`src/rtl/data_sram_bridge.sv`:
```
// data_sram_bridge: memory-stage SRAM port to split address/data handshake bus with pipeline stall
// Define WRITE_BUFFER_EN for a one-entry posted store buffer; TIMEOUT_CYCLES=0 disables the abort timer.
module data_sram_bridge #(
  parameter int TIMEOUT_CYCLES = 0
) (
  input  logic        clk,
  input  logic        rst,
  input  logic        mem_en,
  input  logic [3:0]  mem_wen,
  input  logic [31:0] mem_addr,
  input  logic [31:0] mem_wdata,
  output logic [31:0] mem_rdata,
  output logic        stall,
  output logic        bus_error,
  output logic        bus_req,
  output logic        bus_wr,
  output logic [1:0]  bus_size,
  output logic [31:0] bus_addr,
  output logic [31:0] bus_wdata,
  input  logic        bus_addr_ok,
  input  logic        bus_data_ok,
  input  logic [31:0] bus_rdata
);
`ifdef WRITE_BUFFER_EN
  localparam bit WB = 1'b1;
`else
  localparam bit WB = 1'b0;
`endif
  localparam logic [31:0] TO = 32'(TIMEOUT_CYCLES);
  typedef enum logic [1:0] {IDLE, REQ, WAIT, DONE} state_t;
  state_t state, state_n;
  logic [31:0] cnt, rdata_q;
  logic posted, err_q, is_st, post, busy, fin, abort;
  logic [1:0] size_d;
  always_comb begin
    is_st = |mem_wen;
    size_d = (mem_wen inside {4'b0001, 4'b0010, 4'b0100, 4'b1000}) ? 2'd0 :
             (mem_wen inside {4'b0011, 4'b1100}) ? 2'd1 : 2'd2;
    post = WB && is_st;
    busy = state == REQ || state == WAIT;
    fin = (state == REQ && bus_addr_ok && bus_data_ok) || (state == WAIT && bus_data_ok);
    abort = busy && !fin && TO != 32'd0 && cnt + 32'd1 == TO;
    // a posted store finishes in the background, so it skips the DONE release cycle
    state_n = state == IDLE ? (mem_en ? REQ : IDLE) :
              state == DONE ? IDLE :
              (fin || abort) ? (posted ? IDLE : DONE) :
              (state == REQ && bus_addr_ok) ? WAIT : state;
    stall = state == IDLE ? mem_en && !post : busy && (!posted || mem_en);
  end
  always_ff @(posedge clk) begin
    if (!rst) begin
      state <= IDLE;
      cnt <= '0;
      rdata_q <= '0;
      err_q <= 1'b0;
      posted <= 1'b0;
    end else begin
      state <= state_n;
      cnt <= busy ? cnt + 32'd1 : '0;
      err_q <= abort;
      if (fin && !bus_wr) rdata_q <= bus_rdata;
      else if (abort && !posted) rdata_q <= '0;
      if (state == IDLE && mem_en) posted <= post;
    end
  end
  always_ff @(posedge clk) begin
    if (state == IDLE && mem_en) begin
      bus_wr <= is_st;
      bus_size <= size_d;
      bus_addr <= is_st ? mem_addr : {mem_addr[31:2], 2'b00};
      bus_wdata <= mem_wdata;
    end
  end
  assign bus_req = state == REQ;
  assign mem_rdata = rdata_q;
  assign bus_error = err_q;
endmodule
```
`config.mk`:
```
export PLATFORM = sky130hd
export DESIGN_NAME = data_sram_bridge
export DESIGN_NICKNAME = d
export VERILOG_FILES = /design/src/rtl/data_sram_bridge.sv
export SDC_FILE = /design/constraint.sdc
export NUM_CORES = 1
export LEC_CHECK = 0
export ABC_AREA = 0
export CORE_MARGIN = 4
export CORE_UTILIZATION = 30
export DETAILED_ROUTE_END_ITERATION = 8
export DONT_BUFFER_PORTS = 1
export HOLD_SLACK_MARGIN = 0.15
export PLACE_DENSITY = 0.44
export SLEW_MARGIN = 20
export SYNTH_ARGS = -nofsm -noshare
export SYNTH_HDL_FRONTEND = slang
export SYNTH_SLANG_ARGS = --single-unit
```
`constraint.sdc`:
```
create_clock -name clk -period 2.4 [get_ports clk]
set_input_delay 0.6 -clock clk [delete_from_list [all_inputs] [get_ports clk]]
set_output_delay 0.6 -clock clk [all_outputs]
set_load 0.005 [all_outputs]
```
=== Word-level counts from Yosys, hierarchy flattened ===
Index checks and enable logic that the tools add are counted.

* Equality and inequality tests: 9
* Reductions and logical operators: 13
* Muxes and demuxes: 7

{| class="wikitable"
|+ Operators with widths
! operator !! count
|-
| 2-to-1 mux 2 bit || 5
|-
| equality test 4 x 2 -> 1 bit, second input constant || 2
|-
| equality test 4 bit, second input constant || 2
|-
| nonzero test 4 bit || 2
|-
| logical AND 1 bit || 5
|-
| equality test 2 bit, second input constant || 2
|-
| equality test 4 x 1 -> 1 bit, second input constant || 1
|-
| equality test 4 x 3 -> 1 bit, second input constant || 1
|-
| OR reduction 4 bit || 1
|-
| equality test 2 x 1 -> 1 bit, second input constant || 1
|-
| logical NOT 2 bit || 1
|-
| logical OR 1 bit || 2
|-
| 2-to-1 mux 1 bit || 2
|-
| nonzero test 2 bit || 1
|-
| logical NOT 1 bit || 1
|}

* Register bits after elaboration: 101
* Input bits: 105
* Logic and storage cells: 36
* Output and inout port bits: 102

=== Longest topological paths before layout ===
Gate-level depths: netlist of run 1.

* Depth in word-level cells: 7
* Gate-level depth with buffers: 7
* Gate-level depth less buffers: 5

=== Least setup slack after synthesis of run 1 ===
OpenSTA, ideal clock, no wires.

* Path type: input to register
* From: input mem_en
* To: register bus_addr[0] (enable)
* Cell stages on the path: 2
* Buffers on the path: 0
* Setup slack: 0.009 ns
* Required time: 1.979 ns
* Setup time: 0.421 ns
* Data arrival time: 1.970 ns
* Cells stage by stage: nand2_1 -> inv_1

* Cells in the longest elaborated chain, start to end: 1

{| class="wikitable"
|+ Ends and longest elaborated chain
! element !! RTL line !! source
|-
| from (decl) || 8 || <nowiki>input logic mem_en,</nowiki>
|-
| logical AND 1 bit || 67 || <nowiki>if (state == IDLE && mem_en) begin</nowiki>
|-
| to (signal assigned) || 70 || <nowiki>bus_addr <= is_st ? mem_addr : {mem_addr[31:2], 2'b00};</nowiki>
|-
| to (decl) || 18 || <nowiki>output logic [31:0] bus_addr,</nowiki>
|}

Every way passes these cells.
A chain may end at the register's enable or synchronous reset.

=== Final worst setup path of run 1 ===
* From: register state[0]
* To: output stall

* Cells in the longest elaborated chain, start to end: 3
* Elaborated cells between the ends (all ways): 5
* Those cells by class: eq/ne (2); mux (1); reduce/logical (2)

{| class="wikitable"
|+ Ends and longest elaborated chain
! element !! RTL line !! source
|-
| from (decl) || 31 || <nowiki>state_t state, state_n;</nowiki>
|-
| from (signal assigned) || 58 || <nowiki>state <= state_n;</nowiki>
|-
| equality test 2 x 1 -> 1 bit or equality test 2 bit (tied branches) || 40 || <nowiki>busy = state == REQ || state == WAIT;</nowiki>
|-
| logical OR 1 bit || 40 ||
|-
| 2-to-1 mux 1 bit (*) || 48 || <nowiki>stall = state == IDLE ? mem_en && !post : busy && (!posted || mem_en);</nowiki>
|-
| to (decl) || 13 || <nowiki>output logic stall,</nowiki>
|}

Every way passes the cells marked *; elsewhere a longest branch is shown, timed or not.

==> results of run 1 <==
Yosys cell counts:
| cell | n | share of area |
|---|---|---|
| or4b_1 | 1 | 0.0028 |
| a211oi_1 | 1 | 0.0021 |
| nor4_1 | 1 | 0.0018 |
| inv_1 | 6 | 0.0063 |
| a31oi_1 | 1 | 0.0018 |
| edfxtp_1 | 67 | 0.56 |
| xnor2_1 | 1 | 0.0025 |
| a21boi_1 | 1 | 0.0021 |
| clkbuf_1 | 5 | 0.0053 |
| buf_12 | 3 | 0.017 |
| a21oi_2 | 1 | 0.0025 |
| a21boi_0 | 1 | 0.0021 |
| nand3_1 | 2 | 0.0028 |
| conb_1 | 1 | 0.0011 |
| nand2_1 | 66 | 0.069 |
| a22oi_1 | 1 | 0.0021 |
| nor3b_2 | 1 | 0.0035 |
| buf_4 | 2 | 0.0042 |
| o21ai_0 | 1 | 0.0014 |
| nor2b_1 | 2 | 0.0035 |
| dfxtp_1 | 34 | 0.19 |
| buf_2 | 1 | 0.0014 |
| ha_1 | 4 | 0.014 |
| buf_6 | 1 | 0.0032 |
| nor2_1 | 2 | 0.0021 |
| mux2i_1 | 32 | 0.090 |
per-stage QoR:
step	worst slack, ps	cell area (um^2)	total power, uW	std cells
2_1_floorplan	9.16	3560	2200	239
3_3_place_gp	750	3670	2240	373
3_5_place_dp	701	3670	2240	373
4_1_cts	317	4020	3910	389
5_1_grt	277	4020	4010	389
6_report	356	4020	3840	389
layout make-up:
| class | count | area, um^2 |
|---|---|---|
| well taps | 143 | 179 |
| flip-flops and latches | 101 | 2690 |
| fillers | 1105 | 7500 |
| clock inverters | 7 | 120 |
| multi-input cells | 120 | 746 |
| inverters | 6 | 22.5 |
| repair buffers | 3 | 35.0 |
| clock buffers | 9 | 225 |
sequential cells by signal, summed over array words and instances (netlist names):
register / cells
bus_wr: 1
bus_size: 2
mem_rdata: 32
state: 2
bus_addr: 32
bus_wdata: 32
worst max-delay path: stages, from the launching register on:
cell     delay, ps
dfxtp_1        370
inv_1           90
ha_1           320
inv_1           60
o21ai_0        280
worst min path at each step:
stage / end / slack [ps] / cells past startpoint
finish: bus_wdata[3]$_DFFE_PP_ / 350 / 0
CTS: bus_wdata[3]$_DFFE_PP_ / 330 / 0
global placement: mem_rdata[9]$_SDFFE_PN0P_ / 470 / 2
global route: bus_addr[29]$_DFFE_PP_ / 330 / 0
detailed placement: mem_rdata[9]$_SDFFE_PN0P_ / 470 / 2
floorplan: mem_rdata[0]$_SDFFE_PN0P_ / 450 / 2
cells by family (layout without fill, tap and decap cells):
group,Yosys count,count (layout),synth area share
xor+xnor,1,1,0.00246
fa+ha+maj,4,4,0.0140
compound gates,7,7,0.0140
buf+inv,18,25,0.0372
simple gates,75,75,0.0860
flops,101,101,0.755
mux,32,32,0.0899
other cells,1,1,0.00105
report_power, final:
part,leakage [uW],total [uW],internal (uW),switching [uW]
Sequential,0.000916,2070,2000,63.3
Combinational,0.000270,128,36.3,91.2
Clock,0.000166,1640,1020,617
per-layer routing:
layer,global-route usage,vias to the layer above,routed length [um]
li1,-,833,-
met1,0.109,788,2820
met2,0.140,142,3170
met3,0.0540,8,970
met4,0.0573,0,107
met5,0,-,0
==> reports/summary.txt, run 1 <==
Leakage power = 0.00135 uW
Final Slew Violations = 0
Post-Syn Area per Cell = 14.9 um^2
Vias per cell = 4.55
Via count = 1771
Mean routed wirelength per cell = 18.2 um
Yosys reg bits = 101
Post-CTS Hold Buffers = 0
Die Width = 117 um
Largest net degree at the start of global routing = 66
Worst Hold Margin = 352 ps
Number of global-route vias before repair = 1760
Drt drc = 0
Post-Syn Instances = 239
Gr ovfl total = 0
Worst Setup Start Kind = flop
Tcrit/Tclk final = 0.852
Routability cong. = 0.701
CP startpoint = state[0]$_SDFFE_PN0P_
Initial core utilization = 0.310
HP Class = in2reg
Endpoints failing hold = 0
Peak VDD IR = 0.000350 V
Final Skew = 8.76 ps
Run status = finished clean
Max-slew headroom = 0.630
CP Capture Type = output port
Setup violators final = 0
Worst Hold Launch = mem_wdata[3]
Critical path class = reg2out
Fmax = 489 MHz
MaxCap Viol Count = 0
Postcts setup bufs = 0
First-pass GRT wire length = 9580 um
RR Endpoint = bus_wdata[15]$_DFFE_PP_
Io pins = 207
Nets = 350
Syn_nets = 348
Root buf cell = clkbuf_16
Critical Path AT = 1440 ps
Reg2Reg Setup Slack = 770 ps
Port Buffers = 0
Post-layout util = 0.349
Area Overhead vs Synth = 12.8%
Post_cts resized = 0
TritonCTS clock tree = built
Clk sinks = 101
Mapped cell area = 3560 um^2
Critical path peak fanout = 3
CTS buffer count = 9
Synth warn = 0
Seq/Total Area, Yosys = 0.755
Antenna-violating nets left = 0
Clock slew at reported path FFs = 70 ps
Die ar. = 13700 um^2
CTS H-tree depth = 3
Worst reg2reg path depth = 5
Layout cells sized above 1 = 0.0894
Worst-Skew Late Latency = 340 ps
Die Span Y = 117 um
Fin Setup TNS = 0 ps
Core area = 11500 um^2
Antenna violations before repair = 0
Core Rows = 39
CP endpoint = stall
Worst endpoint required time = 1800 ps
Final HPWL DP = 5220 um
Total track usage = 0.0959
P per Cell Area = 954 nW/um^2
First-pass DRT Iterations = 4
Worst-margin pin slew = 556 ps
Tmin final = 2040 ps
Total Wirelength = 7060 um
CTS Buffer Depth = 2
DRT iter0 DRCs = 125
Most frequent cells in the layout = 67 x edfxtp_1, 66 x nand2_1, 34 x dfxtp_1
Most common cell after layout, fill and taps aside = edfxtp_1
Reg2reg start = state[0]$_SDFFE_PN0P_
Unrepaired setup endpoints after global routing = no
Count of cell types in the netlist = 26
Antenna diodes = 0
(Power assumes the default switching activity.)
==> inputs of run 2 (changes only) <==
SETUP_SLACK_MARGIN = 0.05   (was unset)
==> run 2 against run 1 <==
Net effect: final area is 1.3% lower; maximum frequency is 4.4% lower; critical path type unchanged; largest cell class unchanged; die area stayed put; largest power group unchanged.
==> reports/summary.txt, run 2 (same netlist as run 1, synthesis figures left out) <==
Clk sinks = 101 (unchanged)
Tcrit/Tclk final = 0.891 (was 0.852)
WL met2 = 3340 um (was 3170 um)
Layout cells sized above 1 = 0.0816 (was 0.0894)
Nets = 349 (was 350)
Setup WS pre-CTS = 590 ps (was 701 ps)
Multi-input logic area = 746 um^2 (unchanged)
DRT iter0 DRCs = 168 (was 125)
Tmin final = 2140 ps (was 2040 ps)
Reg2Reg Setup Slack = 790 ps (was 770 ps)
Clock network fraction of design power = 0.387 (was 0.428)
PnR worst setup slack = 262 ps (was 356 ps)
Run status = finished clean (unchanged)
Core Rows = 39 (unchanged)
Sw Pwr = 816 uW (was 771 uW)
Critical path peak fanout = 3 (unchanged)
Post-CTS Hold Buffers = 0 (unchanged)
Post_cts resized = 0 (unchanged)
Initial core utilization = 0.310 (unchanged)
Endpoints failing hold = 0 (unchanged)
Number of global-route vias before repair = 1796 (was 1760)
Part of the power in registers = 0.575 (was 0.539)
Port Buffers = 0 (unchanged)
HP Class = in2reg (unchanged)
Unrepaired setup endpoints after global routing = no (unchanged)
Worst Setup Start Kind = flop (unchanged)
Mean routed wirelength per cell = 18.5 um (was 18.2 um)
Post-layout util = 0.345 (was 0.349)
FILL cells = 1102 (was 1105)
Die Width = 117 um (unchanged)
First-pass GRT wire length = 9890 um (was 9580 um)
CP Capture Type = output port (unchanged)
Antenna violations before repair = 0 (unchanged)
Max-slew headroom = 0.650 (was 0.630)
CTS buffer count = 9 (unchanged)
Peak VDD IR = 0.000252 V (was 0.000350 V)
Most frequent cells in the layout = 67 x edfxtp_1, 66 x nand2_1, 34 x dfxtp_1 (unchanged)
Reg2reg start = state[1]$_SDFFE_PN0P_ (was state[0]$_SDFFE_PN0P_)
Final Skew = 11.6 ps (was 8.76 ps)
Vias per cell = 4.56 (was 4.55)
Die Span Y = 117 um (unchanged)
CTS Buffer Depth = 2 (unchanged)
Worst-margin pin slew = 520 ps (was 556 ps)
Critical path class = reg2out (unchanged)
Critical Path AT = 1540 ps (was 1440 ps)
Leakage power = 0.00132 uW (was 0.00135 uW)
Fmax = 468 MHz (was 489 MHz)
Postcts setup bufs = 0 (unchanged)
First-pass DRT Iterations = 4 (unchanged)
Antenna diodes = 0 (unchanged)
Via count = 1770 (was 1771)
Routability cong. = 0.669 (was 0.701)
Io pins = 207 (unchanged)
Worst endpoint required time = 1800 ps (about the same)
RR Endpoint = mem_rdata[23]$_SDFFE_PN0P_ (was bus_wdata[15]$_DFFE_PP_)
Core area = 11500 um^2 (unchanged)
MaxCap Viol Count = 0 (unchanged)
Gr ovfl total = 0 (unchanged)
Comb power frac = 0.038 (was 0.033)
Area Overhead vs Synth = 11.3% (was 12.8%)
Drt drc = 0 (unchanged)
Total track usage = 0.0990 (was 0.0959)
Cell internal pwr = 2770 uW (was 3060 uW)
Clock slew at reported path FFs = 80 ps (was 70 ps)
Worst reg2reg path depth = 6 (was 5)
CTS H-tree depth = 3 (unchanged)
Total Wirelength = 7170 um (was 7060 um)
Die ar. = 13700 um^2 (unchanged)
Most common cell after layout, fill and taps aside = edfxtp_1 (unchanged)
Final HPWL DP = 5180 um (was 5220 um)
TritonCTS clock tree = built (unchanged)
P per Cell Area = 904 nW/um^2 (was 954 nW/um^2)
Metal-1 WL = 2720 um (was 2820 um)
Switch share = 0.228 (was 0.201)
Top Metal Used = met4 (unchanged)
CP endpoint = stall (unchanged)
Setup violators final = 0 (unchanged)
Met3 wire len = 952 um (was 970 um)
CP startpoint = state[0]$_SDFFE_PN0P_ (unchanged)
Largest net degree at the start of global routing = 68 (was 66)
Antenna-violating nets left = 0 (unchanged)
Total power = 3580 uW (was 3840 uW)
Root buf cell = clkbuf_16 (unchanged)
Fin Setup TNS = 0 ps (unchanged)
Final Slew Violations = 0 (unchanged)
FF+latch area = 2690 um^2 (unchanged)
Worst-Skew Late Latency = 350 ps (was 340 ps)
-- run 2: area by class of cell --
type,instances,area share
Timing Repair Buffer,2,0.0101
Tap cell,143,0.0451
Multi-Input combinational cell,120,0.188
Clock inverter,6,0.0139
Sequential cell,101,0.679
Clock buffer,10,0.0577
Inverter,6,0.00662
-- run 2: layer usage --
metal | vias up | global-route usage
met4 | 0 | 0.0528
li1 | 829 | -
met2 | 136 | 0.160
met3 | 12 | 0.0571
met5 | - | 0
met1 | 793 | 0.101
-- run 2: stage by stage --
stage / std cells / cell area, um^2 / hold slack, ps
CTS: 388 / 3970 / 328
global placement: 372 / 3680 / 467
detailed placement: 372 / 3680 / 468
finish: 388 / 3970 / 344
floorplan: 239 / 3570 / 451
global route: 388 / 3970 / 320
-- run 2: critical path, cell delays in order, from the launching register on --
cell	delay [ps]
dfxtp_1	370
inv_1	90
ha_1	330
inv_1	60
o21ai_0	350
-- run 2: worst min path at each step --
stage | endpoint | cells past startpoint | start | slack, ps
final | bus_wdata[22]$_DFFE_PP_ | 0 | mem_wdata[22] | 340
after global routing | bus_wdata[6]$_DFFE_PP_ | 0 | mem_wdata[6] | 320
after CTS | bus_addr[26]$_DFFE_PP_ | 0 | mem_addr[26] | 330
after detailed placement | mem_rdata[20]$_SDFFE_PN0P_ | 2 | mem_rdata[20]$_SDFFE_PN0P_ | 470
after global placement | mem_rdata[5]$_SDFFE_PN0P_ | 2 | mem_rdata[5]$_SDFFE_PN0P_ | 470
after floorplan | mem_rdata[0]$_SDFFE_PN0P_ | 2 | mem_rdata[0]$_SDFFE_PN0P_ | 450
-- run 2: power groups by stage --
| stage | clock network, uW | registers, uW | logic, uW |
|---|---|---|---|
| 5_1_grt | 1530 | 2080 | 156 |
| 6_report | 1390 | 2060 | 137 |
| 2_1_floorplan | 0 | 2090 | 116 |
| 3_5_place_dp | 0 | 2110 | 140 |
| 4_1_cts | 1450 | 2070 | 140 |
| 3_3_place_gp | 0 | 2110 | 137 |
==> patch, RTL diff (settings of run 2) <==
Encoding of `state_t`: now Gray code (2 bits for 4 states).
--- a/src/rtl/data_sram_bridge.sv
+++ b/src/rtl/data_sram_bridge.sv
@@ -28,5 +28,5 @@
 `endif
   localparam logic [31:0] TO = 32'(TIMEOUT_CYCLES);
-  typedef enum logic [1:0] {IDLE, REQ, WAIT, DONE} state_t;
+  typedef enum logic [1:0] {IDLE = 2'b00, REQ = 2'b01, WAIT = 2'b11, DONE = 2'b10} state_t;
   state_t state, state_n;
   logic [31:0] cnt, rdata_q;
Behaviour: same outputs for any inputs over 10 cycles, from zero or initial values and one cycle with rst low; not proved beyond that.
==> patch against run 2 <==
- sequential power shrank 2%
- power up 3.8%
- utilization rose by 0.29 points
- sequential cell count unchanged
- final area did not move
- setup slack improved by 0.32 ns
- area after synthesis fell by 1.9%
- wire length increased by 0.94%
- count of clock-buffer cells in the layout stayed put
- sequential share of layout area unchanged
- via count is 1.5% lower
- hold slack gained 0.013 ns
==> patch: results (changes against run 2) <==
[outcome]
status = completed

[global_routing]
grt_pass1_vias = 1765  ; -1.7%
use_met2 = 0.148  ; -0.0123
grt_use_met1 = 0.119  ; +0.0178
grt_pass1_wl_um = 10500  ; +5.7%
grt_start_max_net_pins = 66  ; -2.9%
grtUsageMet3 = 0.0742  ; +0.0171
grt_usage = 0.104  ; +0.00540

[placed_design]
place_ws_ns = 0.718  ; +0.128 ns
placed_cells = 366  ; -1.6%
hpwlAfterDp_um = 5390  ; +4.0%
place_congestion = 0.650  ; -2.9%

[worst_setup_path]
cpPeakStageDelay_ns = 0.41  ; +0.04 ns
critPathTopFamily = simple AND/OR/NAND/NOR gates
arrival_ns = 1.22  ; -0.32 ns
cp_max_fo = 6  ; +3

[drt]
wl_met3_um = 1150  ; +20%
num_vias = 1743  ; -1.5%
routed_via_density = 4.56  ; about the same
drt_pass1_iterations = 2  ; -2
totalWireLength_um = 7230  ; +0.94%
dr_wl_met2_um = 3150  ; -5.6%
drtIter0Drc = 133  ; -21%
met1Wirelength_um = 2820  ; +3.5%

[cells_and_area]
antennaDiodeCount = 0  ; unchanged
layout.nets = 339  ; -2.9%
drive_gt1_frac = 0.0921  ; +0.0104
fillers = 1130  ; +2.5%

[logic_synthesis]
synth_common_cells = 67 x edfxtp_1, 65 x nand2_1, 34 x dfxtp_1
synth_warnings = 0  ; unchanged
ys_types = 24  ; -7.7%
yosysSeqAreaShare = 0.770  ; +0.0146
synth_area_leaders = edfxtp_1 58%, dfxtp_1 19%, mux2i_1 9.2%
netlist_instances = 232  ; -2.9%

[power_and_ir_drop]
peakVddDrop_uv = 491  ; +95%
p_leak_nw = 1.32  ; +0.37%

[clocking]
hold_buffers = 0  ; unchanged
clkTransAtPathRegs_ns = 0.07
insertion_delay_ns = 0.33  ; -0.02 ns
cts_max_path_buffers = 2  ; unchanged

[min_path]
holdCritPathClass = in2reg
min_from = mem_addr[28]

[sta]
fin_skew_ns = 0.00734  ; -0.00423 ns
slew_headroom = 0.632  ; -0.0179

## patch: cell count changes in the layout (fill, tap and decap cells not counted), sizes merged, moves of 2 or more
cell    delta
or2b       +2
a21boi     -2
bufinv     +3
inv        -7
nor2       +2
ha         -4
## patch: power by group
| group | internal (mW) | switching [mW] | total (mW) | leakage [nW] |
|---|---|---|---|---|
| clock network | 1.02 | 0.594 | 1.61 | 0.164 |
| logic | 0.0346 | 0.0598 | 0.0944 | 0.249 |
| registers | 1.96 | 0.0509 | 2.02 | 0.912 |
| total | 3.02 | 0.704 | 3.72 | 1.32 |
## patch: layout make-up
cell class / count / area share
clock buffers: 10 / 0.0577
clock inverters: 6 / 0.0281
inverters: 2 / 0.00189
multi-input cells: 117 / 0.180
flip-flops and latches: 101 / 0.679
well taps: 143 / 0.0451
repair buffers: 3 / 0.00883
## patch: stage by stage
stage | hold WS (ns) | instance area (µm²)
4_1_cts | 0.338 | 3970
6_report | 0.357 | 3970
2_1_floorplan | 0.451 | 3510
3_3_place_gp | 0.466 | 3630
5_1_grt | 0.324 | 3970
3_5_place_dp | 0.468 | 3630
## patch: path summary, 6_finish.rpt
| check | end | slack [ns] | cells past startpoint |
|---|---|---|---|
| setup / recovery | stall | 0.58 | 3 |
| hold / removal | bus_addr[28]$_DFFE_PP_ | 0.36 | 0 |
| setup reg to reg | mem_rdata[20]$_SDFFE_PN0P_ | 0.87 | 4 |
| hold reg to reg | mem_rdata[4]$_SDFFE_PN0P_ | 0.48 | 2 |
## patch: cells by family after synthesis
logic type             synth area share
flip-flops                        0.770
AND/OR/NAND/NOR                  0.0959
multiplexers                     0.0916
buffers and inverters            0.0329
AO/OA/AOI/OAI                   0.00608
XOR/XNOR                        0.00250
other                           0.00107
